## config.mk

```make
export PLATFORM = sky130hd
export DESIGN_NAME = wb_ext_bridge_flat
export DESIGN_NICKNAME = d
export VERILOG_FILES = /design/src/rtl/wb_ext_bridge_if.sv /design/src/rtl/wb_ext_bridge.sv /design/src/flat_wrapper.sv
export SDC_FILE = /design/constraint.sdc
export NUM_CORES = 1
export LEC_CHECK = 0
export BUFFER_PORTS_ARGS = -buffer_cell sky130_fd_sc_hd__buf_4
export CAP_MARGIN = 20
export CORE_UTILIZATION = 43
export DETAILED_ROUTE_END_ITERATION = 10
export GPL_TIMING_DRIVEN = 0
export PLACE_DENSITY = 0.77
export SYNTH_ARGS = -nofsm -noshare
export SYNTH_HDL_FRONTEND = slang
export SYNTH_SLANG_ARGS = --single-unit
export TNS_END_PERCENT = 5
```

## constraint.sdc

```tcl
create_clock -name wb_clk_i -period 2 [get_ports wb_clk_i]
set_input_delay 0.2 -clock wb_clk_i [delete_from_list [all_inputs] [get_ports wb_clk_i]]
set_output_delay 0.2 -clock wb_clk_i [all_outputs]
set_load 0.05 [all_outputs]
```

## src/rtl/wb_ext_bridge_if.sv

```systemverilog
// Wishbone slave and ext memory-port signals of the bridge, grouped into one bundle.
// slave = bridge view, master = the side driving Wishbone requests and answering ext requests.
interface wb_ext_bridge_if #(
    parameter int ADDR_W = 32,
    parameter int DATA_W = 32
);
    localparam int SEL_W = DATA_W / 8;

    logic              wbs_cyc_i;
    logic              wbs_stb_i;
    logic              wbs_we_i;
    logic [SEL_W-1:0]  wbs_sel_i;
    logic [ADDR_W-1:0] wbs_adr_i;
    logic [DATA_W-1:0] wbs_dat_i;
    logic              wbs_ack_o;
    logic [DATA_W-1:0] wbs_dat_o;

    logic              ext_valid;
    logic [ADDR_W-1:0] ext_address;
    logic [DATA_W-1:0] ext_write_data;
    logic [SEL_W-1:0]  ext_write_strobe;
    logic              ext_ready;
    logic [DATA_W-1:0] ext_read_data;

    modport slave (
        input  wbs_cyc_i, wbs_stb_i, wbs_we_i, wbs_sel_i, wbs_adr_i, wbs_dat_i,
        output wbs_ack_o, wbs_dat_o,
        output ext_valid, ext_address, ext_write_data, ext_write_strobe,
        input  ext_ready, ext_read_data
    );

    modport master (
        output wbs_cyc_i, wbs_stb_i, wbs_we_i, wbs_sel_i, wbs_adr_i, wbs_dat_i,
        input  wbs_ack_o, wbs_dat_o,
        input  ext_valid, ext_address, ext_write_data, ext_write_strobe,
        output ext_ready, ext_read_data
    );
endinterface

```

## src/rtl/wb_ext_bridge.sv

```systemverilog
// Wishbone-to-ext bridge, one transaction in flight: window ack 2+waits, CSR/miss ack 1 cycle.
// Backpressure: ext_valid held until ext_ready or watchdog expiry; errors get ERR_DATA and sticky flags.
module wb_ext_bridge #(
    parameter int                 ADDR_W    = 32,
    parameter int                 DATA_W    = 32,
    parameter logic [ADDR_W-1:0]  BASE_ADDR = 32'h3000_0000,
    parameter logic [ADDR_W-1:0]  ADDR_MASK = 32'hFFF0_0000,
    parameter logic [ADDR_W-1:0]  CSR_ADDR  = 32'h2FFF_FF00,
    parameter int                 TIMEOUT   = 255,
    parameter logic [DATA_W-1:0]  ERR_DATA  = 32'hDEAD_BEEF
) (
    input  logic                  wb_clk_i,
    input  logic                  wb_rst_i,
    wb_ext_bridge_if.slave        bus,
    output logic                  err_irq
);
    localparam int SEL_W = DATA_W / 8;
    localparam int CNT_W = (TIMEOUT > 1) ? $clog2(TIMEOUT + 1) : 1;
    localparam logic [CNT_W-1:0] TO_VAL  = CNT_W'(TIMEOUT);
    localparam bit               WDOG_EN = (TIMEOUT != 0);

    typedef enum logic [1:0] {
        IDLE = 2'd0,
        EXT  = 2'd1,
        ACK  = 2'd2
    } state_t;

    state_t            state_q, state_d;
    logic              ext_valid_q, ext_valid_d;
    logic [ADDR_W-1:0] ext_addr_q, ext_addr_d;
    logic [DATA_W-1:0] ext_wdata_q, ext_wdata_d;
    logic [SEL_W-1:0]  ext_strb_q, ext_strb_d;
    logic              is_wr_q, is_wr_d;
    logic              ack_q, ack_d;
    logic [DATA_W-1:0] rdata_q, rdata_d;
    logic [1:0]        flags_q, flags_d;
    logic [7:0]        err_cnt_q, err_cnt_d;
    logic [CNT_W-1:0]  wdog_q, wdog_d;
    logic              err_inc;

    logic              req;
    logic              csr_hit;
    logic              win_hit;
    logic [DATA_W-1:0] csr_rdata;

    assign req     = bus.wbs_cyc_i & bus.wbs_stb_i;
    assign csr_hit = (bus.wbs_adr_i == CSR_ADDR);
    assign win_hit = ((bus.wbs_adr_i & ADDR_MASK) == BASE_ADDR);

    always_comb begin
        csr_rdata       = '0;
        csr_rdata[15:8] = err_cnt_q;
        csr_rdata[1:0]  = flags_q;
    end

    always_comb begin
        state_d     = state_q;
        ext_valid_d = ext_valid_q;
        ext_addr_d  = ext_addr_q;
        ext_wdata_d = ext_wdata_q;
        ext_strb_d  = ext_strb_q;
        is_wr_d     = is_wr_q;
        ack_d       = 1'b0;
        rdata_d     = rdata_q;
        flags_d     = flags_q;
        err_cnt_d   = err_cnt_q;
        wdog_d      = wdog_q;
        err_inc     = 1'b0;

        case (state_q)
            IDLE: begin
                if (req) begin
                    if (csr_hit) begin
                        state_d = ACK;
                        ack_d   = 1'b1;
                        if (bus.wbs_we_i) begin
                            rdata_d = '0;
                            if (bus.wbs_sel_i[0]) begin
                                if (bus.wbs_dat_i[0]) flags_d[0] = 1'b0;
                                if (bus.wbs_dat_i[1]) flags_d[1] = 1'b0;
                                if (bus.wbs_dat_i[2]) err_cnt_d  = '0;
                            end
                        end else begin
                            rdata_d = csr_rdata;
                        end
                    end else if (win_hit) begin
                        state_d     = EXT;
                        ext_valid_d = 1'b1;
                        ext_addr_d  = bus.wbs_adr_i & ~ADDR_MASK;
                        ext_wdata_d = bus.wbs_dat_i;
                        ext_strb_d  = bus.wbs_we_i ? bus.wbs_sel_i : '0;
                        is_wr_d     = bus.wbs_we_i;
                        wdog_d      = '0;
                    end else begin
                        // Miss: no ext activity, write data is dropped.
                        state_d    = ACK;
                        ack_d      = 1'b1;
                        rdata_d    = ERR_DATA;
                        flags_d[0] = 1'b1;
                        err_inc    = 1'b1;
                    end
                end
            end
            EXT: begin
                // ext_ready beats a watchdog expiry landing in the same cycle.
                if (bus.ext_ready) begin
                    state_d     = ACK;
                    ack_d       = 1'b1;
                    ext_valid_d = 1'b0;
                    rdata_d     = is_wr_q ? '0 : bus.ext_read_data;
                end else if (WDOG_EN && (wdog_q == TO_VAL)) begin
                    state_d     = ACK;
                    ack_d       = 1'b1;
                    ext_valid_d = 1'b0;
                    rdata_d     = ERR_DATA;
                    flags_d[1]  = 1'b1;
                    err_inc     = 1'b1;
                end else begin
                    wdog_d = wdog_q + CNT_W'(1);
                end
            end
            ACK: begin
                state_d = IDLE;
            end
            default: begin
                state_d = IDLE;
            end
        endcase

        if (err_inc && (err_cnt_q != 8'hFF)) begin
            err_cnt_d = err_cnt_q + 8'd1;
        end
    end

    always_ff @(posedge wb_clk_i) begin
        if (wb_rst_i) begin
            state_q     <= IDLE;
            ext_valid_q <= 1'b0;
            ext_addr_q  <= '0;
            ext_wdata_q <= '0;
            ext_strb_q  <= '0;
            is_wr_q     <= 1'b0;
            ack_q       <= 1'b0;
            rdata_q     <= '0;
            flags_q     <= '0;
            err_cnt_q   <= '0;
            wdog_q      <= '0;
        end else begin
            state_q     <= state_d;
            ext_valid_q <= ext_valid_d;
            ext_addr_q  <= ext_addr_d;
            ext_wdata_q <= ext_wdata_d;
            ext_strb_q  <= ext_strb_d;
            is_wr_q     <= is_wr_d;
            ack_q       <= ack_d;
            rdata_q     <= rdata_d;
            flags_q     <= flags_d;
            err_cnt_q   <= err_cnt_d;
            wdog_q      <= wdog_d;
        end
    end

    assign bus.wbs_ack_o        = ack_q;
    assign bus.wbs_dat_o        = rdata_q;
    assign bus.ext_valid        = ext_valid_q;
    assign bus.ext_address      = ext_addr_q;
    assign bus.ext_write_data   = ext_wdata_q;
    assign bus.ext_write_strobe = ext_strb_q;
    assign err_irq              = flags_q[0] | flags_q[1];
endmodule

```

## src/flat_wrapper.sv

```systemverilog
// flat-port wrapper written by rule: the top's interface ports become plain ports
module wb_ext_bridge_flat 
#(
    parameter int                 ADDR_W    = 32,
    parameter int                 DATA_W    = 32,
    parameter logic [ADDR_W-1:0]  BASE_ADDR = 32'h3000_0000,
    parameter logic [ADDR_W-1:0]  ADDR_MASK = 32'hFFF0_0000,
    parameter logic [ADDR_W-1:0]  CSR_ADDR  = 32'h2FFF_FF00,
    parameter int                 TIMEOUT   = 255,
    parameter logic [DATA_W-1:0]  ERR_DATA  = 32'hDEAD_BEEF
)
  (wb_clk_i, wb_rst_i, err_irq, bus_wbs_cyc_i, bus_wbs_stb_i, bus_wbs_we_i, bus_wbs_sel_i, bus_wbs_adr_i, bus_wbs_dat_i, bus_wbs_ack_o, bus_wbs_dat_o, bus_ext_valid, bus_ext_address, bus_ext_write_data, bus_ext_write_strobe, bus_ext_ready, bus_ext_read_data);
  wb_ext_bridge_if #(.ADDR_W(ADDR_W), .DATA_W(DATA_W)) bus_i ();
  input  logic wb_clk_i;
  input  logic wb_rst_i;
  output logic err_irq;
  input wire logic [$bits(bus_i.wbs_cyc_i)-1:0] bus_wbs_cyc_i;
  input wire logic [$bits(bus_i.wbs_stb_i)-1:0] bus_wbs_stb_i;
  input wire logic [$bits(bus_i.wbs_we_i)-1:0] bus_wbs_we_i;
  input wire logic [$bits(bus_i.wbs_sel_i)-1:0] bus_wbs_sel_i;
  input wire logic [$bits(bus_i.wbs_adr_i)-1:0] bus_wbs_adr_i;
  input wire logic [$bits(bus_i.wbs_dat_i)-1:0] bus_wbs_dat_i;
  output wire logic [$bits(bus_i.wbs_ack_o)-1:0] bus_wbs_ack_o;
  output wire logic [$bits(bus_i.wbs_dat_o)-1:0] bus_wbs_dat_o;
  output wire logic [$bits(bus_i.ext_valid)-1:0] bus_ext_valid;
  output wire logic [$bits(bus_i.ext_address)-1:0] bus_ext_address;
  output wire logic [$bits(bus_i.ext_write_data)-1:0] bus_ext_write_data;
  output wire logic [$bits(bus_i.ext_write_strobe)-1:0] bus_ext_write_strobe;
  input wire logic [$bits(bus_i.ext_ready)-1:0] bus_ext_ready;
  input wire logic [$bits(bus_i.ext_read_data)-1:0] bus_ext_read_data;
  assign bus_i.wbs_cyc_i = bus_wbs_cyc_i;
  assign bus_i.wbs_stb_i = bus_wbs_stb_i;
  assign bus_i.wbs_we_i = bus_wbs_we_i;
  assign bus_i.wbs_sel_i = bus_wbs_sel_i;
  assign bus_i.wbs_adr_i = bus_wbs_adr_i;
  assign bus_i.wbs_dat_i = bus_wbs_dat_i;
  assign bus_wbs_ack_o = bus_i.wbs_ack_o;
  assign bus_wbs_dat_o = bus_i.wbs_dat_o;
  assign bus_ext_valid = bus_i.ext_valid;
  assign bus_ext_address = bus_i.ext_address;
  assign bus_ext_write_data = bus_i.ext_write_data;
  assign bus_ext_write_strobe = bus_i.ext_write_strobe;
  assign bus_i.ext_ready = bus_ext_ready;
  assign bus_i.ext_read_data = bus_ext_read_data;
  wb_ext_bridge #(.ADDR_W(ADDR_W), .DATA_W(DATA_W), .BASE_ADDR(BASE_ADDR), .ADDR_MASK(ADDR_MASK), .CSR_ADDR(CSR_ADDR), .TIMEOUT(TIMEOUT), .ERR_DATA(ERR_DATA)) u_core (.wb_clk_i(wb_clk_i), .wb_rst_i(wb_rst_i), .bus(bus_i), .err_irq(err_irq));
endmodule
```

==> impl_metrics.py, run 1 <==
metrics = {
    "status": {
        "status": "complete, but fails checks",
        "violations": "negative setup slack",
    },
    "global_routing": {
        "grt_use_total": 0.260,
        "grt_first_pass_wirelength_um": 23300,
        "grt_start_max_net_pins": 20,
        "antenna_found_initial": 0,
        "overflow": 0,
        "grt_pass1_vias": 4827,
    },
    "synth": {
        "synthCells": 607,
        "synth_cell_types": 47,
        "synth_enable_flop_cells": 0,
        "synth_top_area_share": 0.468,
        "syn_area_um2": 4750,
        "synth_flop_cell": "dfxtp_1",
        "synth_area_leaders": "dfxtp_1 47%, nand2_1 10%, a21oi_1 7.4%",
        "synth_area_leader_cell": "dfxtp_1",
        "yosys_warnings": 0,
        "syn_area_per_cell_um2": 7.82,
        "ys_seq_area_frac": 0.468,
        "synth-seq-cells": 111,
        "synth-async-reset-ratio": 0,
    },
    "clocking": {
        "htreeDepth": 3,
        "cts_hold_buf": 0,
        "cts_tree": "built",
        "clkSlewWorstSetupHoldPaths_ns": 0.11,
        "root_buffer": "clkbuf_8",
        "insertion_delay_ns": 0.38,
        "cts_made_buffers": 9,
        "clockBufferDepth": 2,
        "clkSinkCount": 111,
    },
    "final_layout": {
        "area_growth_pct": 42.1,
        "fill_cells": 947,
        "layout-drive-gt1-share": 0.324,
        "final_core_util": 0.642,
        "diodes": 0,
        "fin_cells": 967,
        "fin_nets": 934,
    },
    "sta": {
        "period_share": 1.00,
        "post-route-min-period_ns": 2.01,
        "tightest_slew_ns": 0.582,
        "setup_slack_ns": -0.00822,
        "relSlewSlack": 0.612,
        "clock_skew_ns": 0.0139,
        "hold_violations": 0,
        "max_freq_ghz": 0.498,
        "finalSetupTns_ns": -0.00822,
        "maxSlewViolCount": 0,
        "setup_viol": 1,
        "rsz0062_at_grt": "yes",
    },
    "power": {
        "peakVddDrop_uv": 338,
        "leakagePower_nw": 2.84,
        "powerDensity_nw_per_um2": 626,
        "power_mw": 4.22,
    },
    "die": {
        "die_x_um": 107,
        "fp.coreArea_um2": 10500,
        "io-pin-count": 209,
        "row_count": 37,
        "dieArea_um2": 11500,
        "start_util": 0.452,
        "die_y_um": 107,
    },
    "routing": {
        "vias": 5038,
        "viasPerCell": 5.21,
        "ant_nets": 0,
        "wl_um": 15000,
        "drc": 0,
        "firstDrtPassIters": 5,
        "drt_iter0_markers": 260,
        "wl_per_cell_um": 15.5,
    },
    "placement": {
        "place_ws_ns": -0.402,
        "io_buffers": 195,
        "place_inst": 949,
        "routabilityCongestion": 0.862,
        "hpwl_um": 11600,
    },
    "critical_path": {
        "crit_required_ns": 2.32,
        "end_kind": "flip-flop",
        "startpoint_type": "flip-flop",
        "r2r_start": "u_core.wdog_q[1]",
        "rr_endpoint": "u_core.err_cnt_q[7]",
        "critPathKind": "reg2reg",
        "arrival_ns": 2.32,
        "reg2reg_slack_ns": -0.008,
        "reg2reg_depth": 7,
        "cp_max_fo": 5,
    },
    "min_path": {
        "hold_start": "bus_wbs_dat_i[1]",
        "min_path_cells": 2,
        "hold_end": "u_core.flags_q[1]",
        "hp-class": "in2reg",
    },
    "job": {
        "cap_violations": 0,
    },
}
[critical path, cell delays in order, from the launching register on]
cell and delay [ns]:
dfxtp_2 0.38, ha_4 0.15, and3_4 0.19, and4b_4 0.27, a21oi_2 0.07, or3b_4 0.44, or3_1 0.32, a31oi_1 0.13
[cells by family after synthesis]
family / synth area share
simple gates: 0.256
compound gates: 0.180
flops: 0.468
buf+inv: 0.0772
xor+xnor: 0.0129
fa+ha+maj: 0.00527
other cells: 0.000790
[cells in the final DEF (no fill, tap or decap), types with 7 or more instances in the layout]
cell / instances
buf_4: 213
nand2_1: 130
dfxtp_1: 105
a21oi_1: 69
nor2_1: 48
inv_1: 31
o21ai_0: 30
clkbuf_1: 28
a22oi_1: 24
nand3_1: 20
conb_1: 12
clkbuf_8: 10
xnor2_1: 7
clkbuf_2: 7
[layer usage]
metal  part of all wire  wire, um  vias to the layer above  track usage
met2               0.49      7300                      200        0.450
met3              0.077      1150                       32       0.0614
met1               0.41      6100                     2342        0.304
met5                  0         0                        -            0
met4              0.029       435                        0        0.115
li1                   -         -                     2464            -
[state kept, by name, summed over array words and instances (netlist names)]
| name | cells |
|---|---|
| u_core.bus.ext_write_data | 32 |
| u_core.bus.wbs_dat_o | 32 |
| u_core.bus.ext_address | 20 |
| u_core.err_cnt_q | 8 |
| u_core.wdog_q | 8 |
| u_core.bus.ext_write_strobe | 4 |
| u_core.flags_q | 2 |
| u_core.state_q | 2 |
| u_core.bus.ext_valid | 1 |
| u_core.bus.wbs_ack_o | 1 |
| u_core.is_wr_q | 1 |
[Yosys cell counts, types with 2 or more instances]
cell and count:
nor2_1 48, and2_1 2, a211oi_1 2, nor4_1 6, nor4bb_1 2, xnor2_1 7, and4_1 4, o31ai_1 4
nand2b_1 3, o211ai_1 6, nand4_1 2, nor3b_1 2, nor2b_1 6, inv_1 31, nor3_1 5, buf_2 5
or3_1 2, and4b_1 2, nand2_1 130, clkbuf_1 36, buf_4 12, nor4b_2 3, dfxtp_1 111, a21oi_1 70
nand3_1 20, a22oi_1 24, or2_2 2, o21ai_0 30, and3_1 7, a31oi_1 5, ha_1 2
[per-stage QoR]
stage / area [um^2] / hold slack [ns]
after floorplan: 4790 / 0.300
after global placement: 6420 / 0.409
after detailed placement: 6420 / 0.414
after CTS: 6700 / 0.00384
after global routing: 6750 / 0.00577
final: 6750 / 0.0170
[final cells by class]
type | count | area, um^2 | share of cell area
multi-input combinational | 423 | 2290 | 0.339
sequential | 111 | 2230 | 0.330
timing repair buffer | 198 | 1490 | 0.220
buffer | 52 | 263 | 0.0389
tap | 136 | 170 | 0.0252
clock buffer | 10 | 138 | 0.0204
inverter | 31 | 116 | 0.0172
clock inverter | 6 | 55.1 | 0.00816
[power breakdown]
group | total (mW) | leakage, nW | switching (mW) | internal [mW]
clock network | 1.32 | 0.0839 | 0.818 | 0.502
logic | 0.628 | 1.86 | 0.371 | 0.257
registers | 2.27 | 0.902 | 0.0255 | 2.25
[worst max-delay path by stage]
stage / from / slack [ns] / endpoint / depth (start not counted)
final: u_core.wdog_q[1] / -0.008 / u_core.err_cnt_q[7] / 7
after global routing: u_core.wdog_q[3] / -0.11 / u_core.bus.wbs_dat_o[9] / 7
after CTS: u_core.err_cnt_q[0] / -0.09 / u_core.err_cnt_q[7] / 6
after detailed placement: bus_wbs_adr_i[4] / -0.40 / u_core.bus.wbs_dat_o[28] / 8
after global placement: bus_wbs_adr_i[31] / -0.32 / u_core.bus.ext_address[16] / 8
after floorplan: u_core.wdog_q[0] / 0.02 / u_core.err_cnt_q[7] / 7
[repair_timing]
action | in CTS | in global routing
resized for setup | 21 | 14
setup buffers | 2 | 1
pin swaps | 1 | 3
endpoints found under the setup margin | 77 | 73
endpoints found under the hold margin | 0 | 0
No activity file was read; power rests on OpenSTA's default activity.
==> inputs of run 2 (changes only) <==
Settings changed: GPL_TIMING_DRIVEN 0 to unset, MAX_ROUTING_LAYER set to met4, SKIP_CTS_REPAIR_TIMING set to 1.
==> run 2 against run 1 <==
Net effect:
- the run now ends clean
- worst setup slack better by 0.042 ns
- fmax increased by 2.2%
- combinational power down 2%
- clock-buffer cell count increased by 1
- core utilization about the same
==> impl_metrics.py, run 2 (synthesized netlist as in run 1, its figures left out) <==
metrics = {
    "status": {
        "status": "completed",
    },
    "placement": {
        "io_buffers": 196,
        "place_inst": 926,
        "hpwl_um": 10300,
        "routabilityCongestion": 0.843,
        "place_ws_ns": -0.168,
        "post_dp_cell_area_um2": 6470,
    },
    "critical_path": {
        "crit_required_ns": 2.30,
        "critPathKind": "reg2reg",
        "cp_max_fo": 4,
        "arrival_ns": 2.26,
        "end_kind": "flip-flop",
        "startpoint_type": "flip-flop",
    },
    "routing": {
        "drc": 0,
        "wl_per_cell_um": 15.0,
        "drt_iter0_markers": 288,
        "viasPerCell": 5.26,
        "vias": 4958,
        "firstDrtPassIters": 5,
        "ant_nets": 0,
        "wl_um": 14100,
    },
    "job": {
        "cap_violations": 0,
    },
    "clocking": {
        "clockBufferDepth": 2,
        "clkSinkCount": 111,
        "insertion_delay_ns": 0.37,
        "cts_tree": "built",
        "root_buffer": "clkbuf_8",
        "clkSlewWorstSetupHoldPaths_ns": 0.10,
        "htreeDepth": 3,
        "cts_made_buffers": 9,
    },
    "power": {
        "p_seq_frac": 0.533,
        "powerDensity_nw_per_um2": 631,
        "p_comb_frac": 0.144,
        "power.internal_mw": 3.09,
        "peakVddDrop_uv": 306,
        "power_mw": 4.26,
        "power.switching_mw": 1.16,
        "clock_power_share": 0.323,
        "p_sw_frac": 0.273,
        "leakagePower_nw": 2.86,
    },
    "final_layout": {
        "final_cell_mix": "220 x buf_4, 130 x nand2_1, 109 x dfxtp_1",
        "layout-drive-gt1-share": 0.330,
        "diodes": 0,
        "area_growth_pct": 42.2,
        "final_common_cell": "buf_4",
        "fin_cells": 942,
        "fin_nets": 909,
        "finalInstanceArea_um2": 6750,
        "final_core_util": 0.642,
    },
    "die": {
        "dieArea_um2": 11500,
        "row_count": 37,
        "io-pin-count": 209,
        "start_util": 0.452,
        "die_x_um": 107,
        "die_y_um": 107,
        "fp.coreArea_um2": 10500,
    },
    "sta": {
        "tightest_slew_ns": 0.668,
        "max_freq_ghz": 0.509,
        "post-route-min-period_ns": 1.97,
        "setup_slack_ns": 0.0341,
        "setup_viol": 0,
        "maxSlewViolCount": 0,
        "hold_violations": 0,
        "period_share": 0.983,
        "rsz0062_at_grt": "yes",
        "relSlewSlack": 0.554,
        "clock_skew_ns": 0.0112,
    },
    "global_routing": {
        "grt-busiest-layer": "met2",
        "grtUsageMet3": 0.0486,
        "antenna_found_initial": 0,
        "grt_start_max_net_pins": 105,
        "grt_pass1_vias": 4658,
        "grt_use_total": 0.248,
        "overflow": 0,
        "use_met2": 0.416,
        "grt_first_pass_wirelength_um": 21800,
        "met1_usage": 0.303,
    },
    "min_path": {
        "hp-class": "in2reg",
    },
}
run 2: path summary, 6_finish.rpt:
| kind | start | endpoint | slack, ns | cells after the start |
|---|---|---|---|---|
| hold reg to reg | u_core.bus.wbs_dat_o[13] | u_core.bus.wbs_dat_o[13] | 0.46 | 2 |
| hold / removal | bus_wbs_dat_i[1] | u_core.flags_q[1] | 0.04 | 2 |
| setup / recovery | u_core.wdog_q[1] | u_core.err_cnt_q[7] | 0.03 | 7 |
| setup reg to reg | u_core.wdog_q[1] | u_core.err_cnt_q[7] | 0.03 | 7 |
run 2: power by group through the flow:
stage	sequential, mW	combinational (mW)	clock, mW
2_1_floorplan	2.44	0.212	0
3_3_place_gp	2.32	0.599	0
3_5_place_dp	2.32	0.608	0
4_1_cts	2.27	0.609	1.41
5_1_grt	2.28	0.649	1.51
6_report	2.27	0.614	1.37
run 2: final cells by class:
cell class              count  area, um^2
clock inverters             5        65.1
multi-input cells         423        2290
well taps                 136         170
clock buffers              11         131
repair buffers            225        1750
inverters                  31         116
fillers                   904        3760
flip-flops and latches    111        2220
run 2: worst max-delay path, cell delays in order, from the launching register on:
cell and delay, ns:
dfxtp_2 0.37, ha_4 0.13, and3_4 0.18, and4b_4 0.29, nor4_4 0.06, or3b_4 0.42
or3_1 0.32, a31oi_1 0.14
run 2: per-stage QoR:
| stage | hold WS (ns) | TNS [ns] |
|---|---|---|
| floorplan | 0.300 | 0 |
| global placement | 0.431 | -1.19 |
| detailed placement | 0.429 | -3.18 |
| CTS | 0.0274 | -3.52 |
| global route | 0.0147 | -0.883 |
| finish | 0.0401 | 0 |
run 2: layer usage:
metal  vias to the layer above  share of wire
met4                         0          0.012
met1                      2298           0.42
met2                       232           0.49
met5                         -              0
li1                       2414              -
met3                        14          0.082
